**config.mk**
```make
export PLATFORM = sky130hd
export DESIGN_NAME = servo_cmd_scheduler
export DESIGN_NICKNAME = d
export VERILOG_FILES = /design/src/rtl/servo_cmd_scheduler.sv
export SDC_FILE = /design/constraint.sdc
export NUM_CORES = 1
export LEC_CHECK = 0
export ABC_CLOCK_PERIOD_IN_PS = 10000
export BUFFER_PORTS_ARGS = -buffer_cell sky130_fd_sc_hd__buf_4
export CORE_ASPECT_RATIO = 1.75
export CORE_MARGIN = 5
export CORE_UTILIZATION = 39
export CTS_CLUSTER_SIZE = 20
export DETAILED_ROUTE_END_ITERATION = 12
export SYNTH_ARGS = -nofsm -noshare
export SYNTH_HDL_FRONTEND = slang
export SYNTH_SLANG_ARGS = --single-unit
export TNS_END_PERCENT = 100
```
**constraint.sdc**
```tcl
create_clock -name CLK -period 10 [get_ports CLK]
set_input_delay 1.5 -clock CLK [delete_from_list [all_inputs] [get_ports CLK]]
set_output_delay 1.5 -clock CLK [all_outputs]
set_load 0.01 [all_outputs]
```
**src/rtl/servo_cmd_scheduler.sv**
```systemverilog
`timescale 1ns/1ps
// servo_cmd_scheduler
//   Turns raw joystick X/Y samples into per-channel servo pulse-width commands
//   (in microseconds). A two-stage pipeline clamps and scales each axis. Each
//   channel then slews its command toward its target at a limited rate. A home
//   sequence drives a latched set of channels back to centre.
//
// Ports
//   CLK, RST_N     system clock, asynchronous active-low reset
//   x_raw, y_raw   joystick axis samples, valid when sample_valid is high
//   sample_valid   one-cycle strobe qualifying x_raw/y_raw
//   ch_en          per-channel joystick-follow enable
//   home_btn       level input; a rising edge requests the home sequence
//   cmd            packed commands, channel i at [i*CMD_W +: CMD_W]
//   at_target      per channel: command has reached its target
//   busy           home sequence in progress
module servo_cmd_scheduler #(
  parameter int unsigned        NUM_CH    = 4,
  parameter int unsigned        RAW_W     = 10,
  parameter int unsigned        CMD_W     = 16,
  parameter logic [NUM_CH-1:0]  AXIS_MAP  = 4'b1010,
  parameter int unsigned        RAW_MIN   = 228,
  parameter int unsigned        RAW_MAX   = 830,
  parameter int unsigned        PW_MIN    = 650,
  parameter int unsigned        PW_MAX    = 2600,
  parameter int unsigned        PW_CENTER = 1500,
  parameter int unsigned        SLEW_DIV  = 50000,
  parameter int unsigned        SLEW_STEP = 20
) (
  input  logic                     CLK,
  input  logic                     RST_N,
  input  logic [RAW_W-1:0]         x_raw,
  input  logic [RAW_W-1:0]         y_raw,
  input  logic                     sample_valid,
  input  logic [NUM_CH-1:0]        ch_en,
  input  logic                     home_btn,
  output logic [NUM_CH*CMD_W-1:0]  cmd,
  output logic [NUM_CH-1:0]        at_target,
  output logic                     busy
);

  // Q8 gain from raw offset to microseconds, rounded down.
  localparam int unsigned SCALE  = ((PW_MAX - PW_MIN) << 8) / (RAW_MAX - RAW_MIN);
  localparam int unsigned PROD_W = RAW_W + CMD_W + 8;
  localparam int unsigned CNT_W  = (SLEW_DIV > 1) ? $clog2(SLEW_DIV) : 1;

  localparam logic [RAW_W-1:0]  RAW_MIN_V   = RAW_W'(RAW_MIN);
  localparam logic [RAW_W-1:0]  RAW_MAX_V   = RAW_W'(RAW_MAX);
  localparam logic [CMD_W-1:0]  PW_MIN_V    = CMD_W'(PW_MIN);
  localparam logic [CMD_W-1:0]  PW_MAX_V    = CMD_W'(PW_MAX);
  localparam logic [CMD_W-1:0]  PW_CENTER_V = CMD_W'(PW_CENTER);
  localparam logic [CMD_W-1:0]  STEP_V      = CMD_W'(SLEW_STEP);
  localparam logic [CNT_W-1:0]  CNT_LAST    = CNT_W'(SLEW_DIV - 1);
  localparam logic [PROD_W-1:0] SCALE_V     = PROD_W'(SCALE);

  typedef enum logic {IDLE, HOMING} state_t;

  // ---------------- Stage 1: clamp and offset per axis (0 = X, 1 = Y)
  logic [RAW_W-1:0] s1_d_d [2];
  logic [RAW_W-1:0] s1_d_q [2];
  logic [1:0]       s1_lo_d, s1_hi_d, s1_lo_q, s1_hi_q;
  logic             s1_valid;

  always_comb begin
    for (int a = 0; a < 2; a++) begin
      logic [RAW_W-1:0] raw;
      raw = (a == 0) ? x_raw : y_raw;
      s1_lo_d[a] = (raw <= RAW_MIN_V);
      s1_hi_d[a] = (raw >= RAW_MAX_V);
      if (s1_lo_d[a])      s1_d_d[a] = '0;
      else if (s1_hi_d[a]) s1_d_d[a] = RAW_MAX_V - RAW_MIN_V;
      else                 s1_d_d[a] = raw - RAW_MIN_V;
    end
  end

  always_ff @(posedge CLK or negedge RST_N) begin
    if (!RST_N) s1_valid <= 1'b0;
    else        s1_valid <= sample_valid;
  end

  // NOTE: the datapath registers carry no reset; only the valid flag has to be
  // defined after reset, and the data is never consumed without it.
  always_ff @(posedge CLK) begin
    if (sample_valid) begin
      s1_d_q  <= s1_d_d;
      s1_lo_q <= s1_lo_d;
      s1_hi_q <= s1_hi_d;
    end
  end

  // ---------------- Stage 2: scale to microseconds, endpoints forced exact
  logic [PROD_W-1:0] prod  [2];
  logic [CMD_W-1:0]  pw_ax [2];

  always_comb begin
    for (int a = 0; a < 2; a++) begin
      prod[a] = PROD_W'(s1_d_q[a]) * SCALE_V;
      if (s1_lo_q[a])      pw_ax[a] = PW_MIN_V;
      else if (s1_hi_q[a]) pw_ax[a] = PW_MAX_V;
      else                 pw_ax[a] = PW_MIN_V + CMD_W'(prod[a] >> 8);
    end
  end

  // ---------------- Targets, slew and home control
  state_t            state_q;
  logic              btn_q;
  logic [CNT_W-1:0]  cnt_q;
  logic [NUM_CH-1:0] home_set_q;
  logic [CMD_W-1:0]  target_q [NUM_CH];
  logic [CMD_W-1:0]  cmd_q    [NUM_CH];
  logic [CMD_W-1:0]  target_d [NUM_CH];
  logic [CMD_W-1:0]  cmd_d    [NUM_CH];
  logic [NUM_CH-1:0] at_d;
  logic [NUM_CH-1:0] new_set, hold_mask;
  logic              start_home, tick, home_done;

  assign tick       = (cnt_q == CNT_LAST);
  assign start_home = (state_q == IDLE) && home_btn && !btn_q;
  // An empty enable set means "home everything".
  assign new_set    = (ch_en == '0) ? '1 : ch_en;
  // Channels whose stage-2 results are discarded this cycle.
  assign hold_mask  = start_home ? new_set :
                      ((state_q == HOMING) ? home_set_q : '0);

  // NOTE: every variable gets a default at the top of the block so no path
  // leaves it unassigned, which would otherwise infer a latch.
  always_comb begin
    for (int i = 0; i < NUM_CH; i++) begin
      logic [CMD_W-1:0] diff;
      diff        = '0;
      target_d[i] = target_q[i];
      cmd_d[i]    = cmd_q[i];

      if (start_home && new_set[i])
        target_d[i] = PW_CENTER_V;
      else if (s1_valid && ch_en[i] && !hold_mask[i])
        target_d[i] = pw_ax[AXIS_MAP[i]];

      // Slew toward the target held before this edge, never past it.
      if (SLEW_STEP == 0) begin
        cmd_d[i] = target_q[i];
      end else if (tick) begin
        if (target_q[i] > cmd_q[i]) begin
          diff     = target_q[i] - cmd_q[i];
          cmd_d[i] = (diff > STEP_V) ? cmd_q[i] + STEP_V : target_q[i];
        end else if (target_q[i] < cmd_q[i]) begin
          diff     = cmd_q[i] - target_q[i];
          cmd_d[i] = (diff > STEP_V) ? cmd_q[i] - STEP_V : target_q[i];
        end
      end

      at_d[i] = (cmd_d[i] == target_d[i]);
    end
  end

  // The home sequence ends on the same edge its last channel arrives.
  assign home_done = &(at_d | ~home_set_q);

  always_ff @(posedge CLK or negedge RST_N) begin
    if (!RST_N) begin
      state_q    <= IDLE;
      btn_q      <= 1'b0;
      cnt_q      <= '0;
      home_set_q <= '0;
      busy       <= 1'b0;
      at_target  <= '1;
      for (int i = 0; i < NUM_CH; i++) begin
        target_q[i] <= PW_CENTER_V;
        cmd_q[i]    <= PW_CENTER_V;
      end
    end else begin
      btn_q     <= home_btn;
      cnt_q     <= tick ? '0 : cnt_q + CNT_W'(1);
      target_q  <= target_d;
      cmd_q     <= cmd_d;
      at_target <= at_d;
      case (state_q)
        IDLE: if (start_home) begin
          state_q    <= HOMING;
          home_set_q <= new_set;
          busy       <= 1'b1;
        end
        HOMING: if (home_done) begin
          state_q    <= IDLE;
          home_set_q <= '0;
          busy       <= 1'b0;
        end
        default: state_q <= IDLE;
      endcase
    end
  end

  for (genvar g = 0; g < NUM_CH; g++) begin : g_pack
    assign cmd[g*CMD_W +: CMD_W] = cmd_q[g];
  end

endmodule

```
### After elaboration in Yosys (flattened, before gate mapping)

Cells that the tools add are included.

* order comparisons: 20
* $add $sub $neg: 21
* eq/ne operators: 7
* mux-type cells: 47
* reductions and logical operators: 24
* bitwise operators: 3
* multiply operators: 2

Operators by type and width (number)
* $mux 16: 29
* $gt 16x5->1 const B: 8
* $sub 16x16->16: 8
* $add 16x5->16 const B: 4
* $eq 16x16->1: 4
* $gt 16x16->1: 4
* $lt 16x16->1: 4
* $sub 16x5->16 const B: 4
* $mux 13: 4
* $mul 10x10->20 const B: 2
* $add 10x12->13 const A: 2
* $ge 10x10->1 const B: 2
* $le 10x8->1 const B: 2
* $mux 10: 2
* $mux 4: 5
* $sub 10x8->10 const B: 2
* $add 16x1->16 const B: 1
* $eq 16x16->1 const B: 1
* $logic_and 1x1->1: 14
* $pmux 4 s2: 1
* $logic_not 1->1: 5
* $logic_not 4->1: 1
* $mux 1: 4
* $not 4->4: 1
* 8 further kinds: 10

* bits in registers: 180
* word-level logic and storage cells: 145
* input bits: 28

### Logic depth before layout (Yosys ltp)

Gate-level depths: netlist of run 1.

* word-level depth: 13
* mapped depth: 29
* mapped depth without buffers: 29

### Least setup slack after synthesis of run 1

No wires, ideal clock.

* path kind: register to register
* start point: reg s1_d_q[16] in the netlist's numbering
* end point: reg home_set_q[0]
* data arrival time: 6.851 ns
* data required time: 9.858 ns
* setup slack: 3.007 ns
* cell stages (with the launch flop): 26
* setup time: 0.142 ns
* cell sequence: edfxtp_1 ha_1 inv_1 fa_1 fa_1 inv_1 fa_1 inv_1 fa_1 inv_1 ha_1 nand3_1 a2111o_1 and3b_1 or3_1 clkbuf_1 a2111oi_2 o21a_1 xor2_1 a31oi_1 or3_1 a2111oi_0 nand4bb_1 o31ai_1 nor4b_4 o21ai_1

RTL lines
* start: declaration: line 60 `logic [RAW_W-1:0] s1_d_q [2];`
* start signal: assignment: line 85 `s1_d_q <= s1_d_d;`
* end signal: assignment: line 180 `home_set_q <= new_set;`
* end: declaration: line 108 `logic [NUM_CH-1:0] home_set_q;`

==> results of run 1 <==
==> cell families (layout without fill, tap and decap cells) <==
family	after synthesis	count (layout)	share of synthesized area, %
muxes	39	39	1.632
DFF	180	180	18.80
adders and majority gates	320	320	17.82
AOI/OAI and AO/OA	990	990	26.65
and+or+nand+nor	1011	1011	20.68
other	0	2	0
buffers and inverters	427	431	7.198
xor gates and xnor gates	206	206	7.218
==> final cells by class <==
cell class | instances | area (sq um) | area share [%]
Inverter | 288 | 1081 | 4.046
Clock buffer | 19 | 442.9 | 1.658
Clock inverter | 13 | 133.9 | 0.5010
Antenna cell | 2 | 5.005 | 0.01873
Timing Repair Buffer | 111 | 837.1 | 3.132
Multi-Input combinational cell | 2566 | 18510 | 69.28
Sequential cell | 180 | 4700 | 17.59
Tap cell | 806 | 1008 | 3.774
==> synth_stat cells (12+ instances only) <==
| cell type | count | area share [%] |
|---|---|---|
| a2111oi_0 | 13 | 0.46 |
| a211o_1 | 19 | 0.67 |
| a211oi_1 | 50 | 1.5 |
| a21boi_0 | 16 | 0.48 |
| a21o_1 | 54 | 1.6 |
| a21oi_1 | 256 | 5.1 |
| a221oi_1 | 14 | 0.49 |
| a31oi_1 | 37 | 0.93 |
| a32oi_1 | 13 | 0.46 |
| and2_1 | 21 | 0.53 |
| and3_1 | 48 | 1.2 |
| buf_2 | 40 | 0.80 |
| clkbuf_1 | 76 | 1.1 |
| dfrtp_1 | 96 | 9.6 |
| dfstp_2 | 60 | 6.3 |
| edfxtp_1 | 24 | 2.9 |
| fa_1 | 60 | 4.8 |
| ha_1 | 260 | 13 |
| inv_1 | 284 | 4.3 |
| mux2i_1 | 31 | 1.2 |
| nand2_1 | 240 | 3.6 |
| nand2b_1 | 30 | 0.75 |
| nand3_1 | 112 | 2.2 |
| nand3b_1 | 18 | 0.54 |
| nand4_1 | 53 | 1.3 |
| nor2_1 | 216 | 3.2 |
| nor2b_1 | 17 | 0.43 |
| nor3_1 | 93 | 1.9 |
| nor4_1 | 36 | 0.90 |
| o2111ai_1 | 20 | 0.70 |
| o211ai_1 | 39 | 1.2 |
| o21a_1 | 35 | 1.1 |
| o21ai_0 | 189 | 3.8 |
| o21ai_1 | 15 | 0.30 |
| o21bai_1 | 13 | 0.39 |
| o221ai_1 | 13 | 0.46 |
| o22ai_1 | 25 | 0.63 |
| o31ai_1 | 27 | 0.81 |
| or2_2 | 17 | 0.43 |
| or3_1 | 34 | 0.85 |
| or4_1 | 12 | 0.36 |
| xnor2_1 | 134 | 4.7 |
| xor2_1 | 72 | 2.5 |
==> how the worst max path moves through the flow <==
| stage | to | slack [ns] | startpoint | cells past startpoint |
|---|---|---|---|---|
| floorplan | home_set_q[0]$_DFFE_PN0P_ | 3.01 | s1_d_q[16]$_SDFFCE_PP0P_ | 25 |
| global placement | home_set_q[2]$_DFFE_PN0P_ | 2.01 | s1_d_q[6]$_SDFFCE_PP0P_ | 26 |
| detailed placement | home_set_q[2]$_DFFE_PN0P_ | 1.85 | s1_d_q[6]$_SDFFCE_PP0P_ | 26 |
| CTS | home_set_q[2]$_DFFE_PN0P_ | 1.82 | s1_d_q[6]$_SDFFCE_PP0P_ | 26 |
| global route | home_set_q[0]$_DFFE_PN0P_ | 1.29 | s1_d_q[6]$_SDFFCE_PP0P_ | 26 |
| finish | home_set_q[2]$_DFFE_PN0P_ | 1.82 | s1_d_q[6]$_SDFFCE_PP0P_ | 26 |
==> through the flow <==
stage                     worst slack [ns]  instance area [sq um]
after floorplan                      3.007                  25000
after global placement               2.014                  26140
after detailed placement             1.847                  26140
after CTS                            1.820                  26720
after global routing                 1.294                  26720
final                                1.818                  26720
==> sequential cells by signal, summed over array words and instances, names as in the netlist, 2 cells and up <==
register and count:
s1_hi_q 2, home_set_q 4, target_q 64, s1_lo_q 2, s1_d_q 20, cnt_q 16
at_target 4, cmd 64
==> power by group through the flow <==
| stage | clock network (W) | registers, W | logic [W] |
|---|---|---|---|
| detailed placement | 0 | 0.00107 | 0.00784 |
| CTS | 0.000705 | 0.00106 | 0.00789 |
| global route | 0.000732 | 0.00107 | 0.00876 |
| global placement | 0 | 0.00107 | 0.00781 |
| floorplan | 0 | 0.000981 | 0.00598 |
| finish | 0.000693 | 0.00106 | 0.00797 |
==> layer usage <==
layer | up-vias | share of wire, % | GRT usage [%]
met4 | 0 | 8.1 | 18.20
met2 | 922 | 52 | 47.13
met3 | 330 | 4.3 | 2.955
met1 | 11740 | 35 | 25.14
li1 | 11620 | - | -
met5 | - | 0 | 0
==> impl_metrics.csv, run 1 <==
group,metric,value,unit
die,coreArea,63350,sq um
pwr,p_int,0.004208,W
die,die_w,201.4,microns
synthesis,syn_area_per_cell,7.877,sq um
timing,fin_crit,8.182,ns
worst_setup_path,r2r-start,"s1_d_q[6]$_SDFFCE_PP0P_",
drt,drt_iter0_drc,1651,
cts,cts_root_buf,"clkbuf_16",
final_layout,nets,3512,
drt,via_per_inst,6.175,
synthesis,synth_cell_types,121,
placed_design,io_buffers,96,
final_layout,fin_util,42.18,%
worst_setup_path,reg2reg_to,"home_set_q[2]$_DFFE_PN0P_",
synthesis,synth-warning-count,0,
worst_setup_path,cp-start-kind,"register",
worst_setup_path,r2r_slack,1.82,ns
timing,hold_slack,0.4577,ns
hold_path,min_path_cells,1,
pwr,vdd_drop_max,0.3057,mV
timing,min_period_over_period,81.82,%
synthesis,synth.net_count,3521,
timing,final-hold-violation-count,0,
pwr,netSwitchingPower,0.005522,W
die,start_util,39.46,%
pwr,finalPower,0.009730,W
final_layout,fin_cells,3985,
worst_setup_path,crit_buf_inv,4,
job,drv_cap,0,
timing,drv_slew,0,
cts,cts.repair.resized,0,
cts,postCtsSetupRepairBufs,0,
global_route,grt_pass1_wl,138.8,mm
final_layout,final_cell_mix,"284 x inv_1, 260 x ha_1, 256 x a21oi_1",
cts,ctsHoldBuffers,0,
pwr,p_leak,11.53,nW
cts,clock_sinks,180,
worst_setup_path,worstSetupEndpointType,"register",
cts,cts_tree,"done",
drt,postRouteAntennaNets,0,
timing,rsz0062_at_grt,"no",
hold_path,hold_end,"cnt_q[0]$_DFF_PN0_",
die,die_area,69450,sq um
worst_setup_path,cp_slowest_cell,"a2111oi_2",
worst_setup_path,crit_required,10.31,ns
pwr,power_frac_comb,81.9,%
worst_setup_path,crit_type,"reg -> reg",
final_layout,final_common_cell,"inv_1",
worst_setup_path,cp.arrival,8.49,ns
drt,vias,24610,
worst_setup_path,critPathTopFamily,"compound AO/OA/AOI/OAI gates",
drt,dr.pass1.iters,6,
worst_setup_path,crit_path_max_incr_delay,0.66,ns
status,status,"finished clean",
placed_design,hpwlAfterDp,72.63,mm
cts,cts.clk_slew.worst_paths,0.08,ns
pwr,switching_share,56.75,%
synthesis,ys_async_sr_fraction,86.67,%
drt,drt_wl_total,89.57,mm
timing,fmax,122.2,MHz
timing,clock-skew-final,0.01631,ns
global_route,grt_util_all_layers,24.96,%
timing,finalSetupTns,0,ns
global_route,grt.overflow.total,0,
synthesis,ys_seq_elements,180,
drt,wire_per_inst,22.48,microns
synthesis,synth_ff_type,"dfrtp_1",
die,dieHeight,344.9,microns
placed_design,dp_cells,3951,
global_route,antenna_found_initial,2,
die,pin_count,97,
worst_setup_path,crit_fanout,10,
synthesis,netlist_instances,3173,
timing,worstMarginPinSlew,1.049,ns
pwr,powerDensity,364.1,nW/um^2
worst_setup_path,ff2ff_path_depth,26,
synthesis,synth_area,25000,sq um
synthesis,synth-edff-count,24,
final_layout,layout-drive-gt1-share,9.065,%
cts,cts_buffers,17,
timing,worst_slew_margin_rel,29.19,%
cts,clkLatencyLatePin,0.47,ns
global_route,grt_pass1_vias,24710,
global_route,grt_max_degree,84,
final_layout,num-fill-cells,6543,
pwr,power.share.clock,7.1,%
die,rows,122,
cts,htree_levels,4,
timing,setup_viol,0,
final_layout,area_growth,6.908,%
hold_path,hold_class,"reg -> reg",
synthesis,yosysSeqAreaShare,18.80,%
cts,clockBufferDepth,2,
placed_design,place.gp.congestion,0.9965,
pwr,p_seq_share,10.9,%
hold_path,worstHoldStart,"cnt_q[0]$_DFF_PN0_",
drt,drc_errors,0,
Note: power is estimated with default switching activity, not from simulation.
==> inputs of run 2 (changes only) <==
- ABC_AREA: default -> 1
- ABC_CLOCK_PERIOD_IN_PS: 10000 -> 7900
- clock period: 10 -> 7.9 ns (I/O delays scaled with it)
==> run 2 against run 1 <==
  * Clock skew rose by 0.0073 ns
  * Synthesized area increased by 6.5%
  * Largest power group unchanged
  * Worst hold slack gained 0.015 ns
  * Clock power grew 28%
  * Cell count increased by 35%
==> impl_metrics.csv, run 2 <==
group,metric,value,unit
cts,cts_root_buf,"clkbuf_16",
drt,vias,28120,
timing,rsz0062_at_grt,"no",
synthesis,yosys.area.top_type,"nand2_1",
final_layout,layout-drive-gt1-share,7.512,%
synthesis,synth_most_common_cell,"nand2_1",
timing,min_period_over_period,81.00,%
global_route,grt_max_degree,66,
die,pin_count,97,
hold_path,hold_class,"reg -> reg",
cts,clock_sinks,180,
timing,fin_crit,6.399,ns
cts,cts.clk_slew.worst_paths,0.08,ns
pwr,switching_share,61.87,%
die,coreArea,67630,sq um
cts,ctsHoldBuffers,0,
synthesis,synth_ff_type,"dfrtp_1",
timing,final-hold-violation-count,0,
die,die_w,207.5,microns
drt,postRouteAntennaNets,0,
placed_design,io_buffers,96,
worst_setup_path,crit_type,"reg -> reg",
drt,via_per_inst,5.223,
synthesis,ys_async_sr_fraction,86.67,%
synthesis,synth_common_cells,"1516 x nand2_1, 760 x inv_1, 465 x nand3_1",
pwr,finalPower,0.01222,W
synthesis,ys_seq_elements,180,
pwr,power.share.clock,7.3,%
worst_setup_path,crit_required,8.26,ns
timing,worst_slew_margin_rel,31.65,%
worst_setup_path,worstSetupEndpointType,"register",
status,status,"finished clean",
final_layout,nets,4821,
worst_setup_path,crit_path_max_incr_delay,0.53,ns
placed_design,place.gp.congestion,0.9581,
timing,fmax,156.3,MHz
drt,drt_wl_total,93.24,mm
pwr,power_frac_comb,81.7,%
timing,drv_slew,0,
final_layout,area_growth,7.897,%
cts,cts_buffers,17,
pwr,p_seq_share,11.0,%
cts,clockBufferDepth,2,
timing,worstMarginPinSlew,1.019,ns
synthesis,syn_area_per_cell,6.021,sq um
drt,drc_errors,0,
pwr,p_int,0.004658,W
cts,clkLatencyLatePin,0.48,ns
final_layout,final_area,28720,sq um
synthesis,synth_top_area_share,21.38,%
synthesis,synth-warning-count,0,
synthesis,yosysSeqAreaShare,17.66,%
timing,setup_viol,0,
final_layout,final_common_cell,"nand2_1",
global_route,grt_pass1_wl,147.7,mm
timing,clock-skew-final,0.02363,ns
die,dieHeight,355.6,microns
pwr,netSwitchingPower,0.007558,W
global_route,grt_util_all_layers,24.69,%
pwr,p_leak,16.34,nW
global_route,antenna_found_initial,1,
pwr,vdd_drop_max,0.3922,mV
drt,drt_iter0_drc,1642,
placed_design,postPlaceCellArea,28140,sq um
synthesis,synth.area.top_cells,"nand2_1 21%, ha_1 12%, inv_1 11%",
cts,cts.repair.resized,0,
final_layout,fin_cells,5383,
placed_design,hpwlAfterDp,77.61,mm
pwr,powerDensity,425.4,nW/um^2
synthesis,synth-edff-count,24,
drt,wire_per_inst,17.32,microns
synthesis,netlist_instances,4421,
synthesis,synth_area,26620,sq um
worst_setup_path,crit_fanout,5,
cts,cts_tree,"done",
placed_design,dp_cells,5350,
final_layout,final_cell_mix,"1515 x nand2_1, 759 x inv_1, 465 x nand3_1",
drt,dr.pass1.iters,8,
synthesis,synth.net_count,4769,
final_layout,num-fill-cells,7355,
worst_setup_path,cp_slowest_cell,"fa_1",
worst_setup_path,cp-start-kind,"register",
worst_setup_path,crit_top_cell,"nand2_1",
synthesis,synth_cell_types,54,
die,die_area,73780,sq um
cts,postCtsSetupRepairBufs,0,
global_route,grt.overflow.total,0,
job,drv_cap,0,
hold_path,min_path_cells,1,
die,start_util,39.36,%
cts,htree_levels,4,
timing,finalSetupTns,0,ns
worst_setup_path,ff2ff_path_depth,34,
timing,hold_slack,0.4732,ns
die,rows,126,
global_route,grt_pass1_vias,28150,
worst_setup_path,cp.arrival,6.75,ns
-- run 2: per-stage QoR --
step                setup WS [ns]  utilization [%]
floorplan                   2.374                -
global placement            1.624            41.60
detailed placement          1.534            41.60
CTS                         1.522            42.46
global route               0.9511            42.46
finish                      1.501            42.46
-- run 2: worst paths after layout --
path	start	end	slack [ns]
setup / recovery	s1_d_q[16]$_SDFFCE_PP0P_	home_set_q[3]$_DFFE_PN0P_	1.50
hold / removal	cnt_q[0]$_DFF_PN0_	cnt_q[0]$_DFF_PN0_	0.47
setup reg to reg	s1_d_q[16]$_SDFFCE_PP0P_	home_set_q[3]$_DFFE_PN0P_	1.50
hold reg to reg	cnt_q[0]$_DFF_PN0_	cnt_q[0]$_DFF_PN0_	0.47
max in group asynchronous	RST_N	cnt_q[11]$_DFF_PN0_	6.08
min in group asynchronous	RST_N	target_q[46]$_DFF_PN0_	0.65
-- run 2: routing by layer --
metal / GRT usage [%] / routed length, microns
met1: 24.96 / 33930
met2: 47.51 / 49070
met3: 2.854 / 3584
met4: 15.75 / 6653
met5: 0 / 0
-- run 2: cells by family (layout without fill, tap and decap cells) --
family	Yosys count	count (layout)	synth area share [%]
AND/OR/NAND/NOR	2552	2552	41.24
buffers and inverters	874	939	12.81
other	0	1	0
AO/OA/AOI/OAI	384	384	7.902
flip-flops	180	180	17.66
adder cells (fa/ha/maj)	320	320	16.73
XOR/XNOR	111	111	3.652
-- run 2: worst max-delay path, delay by kind of cell (launching register included) --
family	cells	cell delay (ns)
buffers and inverters	4	0.22
and+or+nand+nor	20	1.99
adders and majority gates	6	2.70
AOI/OAI and AO/OA	4	0.90
DFF	1	0.47
-- run 2: layout make-up --
type / count / area [sq um] / area share, %
clock buffer: 17 / 425.4 / 1.481
sequential: 180 / 4700 / 16.36
inverter: 801 / 3007 / 10.47
multi-input combinational: 3367 / 18510 / 64.45
antenna: 1 / 2.502 / 0.008713
clock inverter: 15 / 155.1 / 0.5402
tap: 896 / 1121 / 3.903
timing repair buffer: 106 / 799.5 / 2.784
-- run 2: power groups by stage --
stage | logic, W | clock network, W | registers [W]
2_1_floorplan | 0.00734 | 0 | 0.00126
3_3_place_gp | 0.00985 | 0 | 0.00136
3_5_place_dp | 0.00988 | 0 | 0.00135
4_1_cts | 0.00993 | 0.000906 | 0.00134
5_1_grt | 0.0114 | 0.000935 | 0.00136
6_report | 0.00998 | 0.000886 | 0.00135
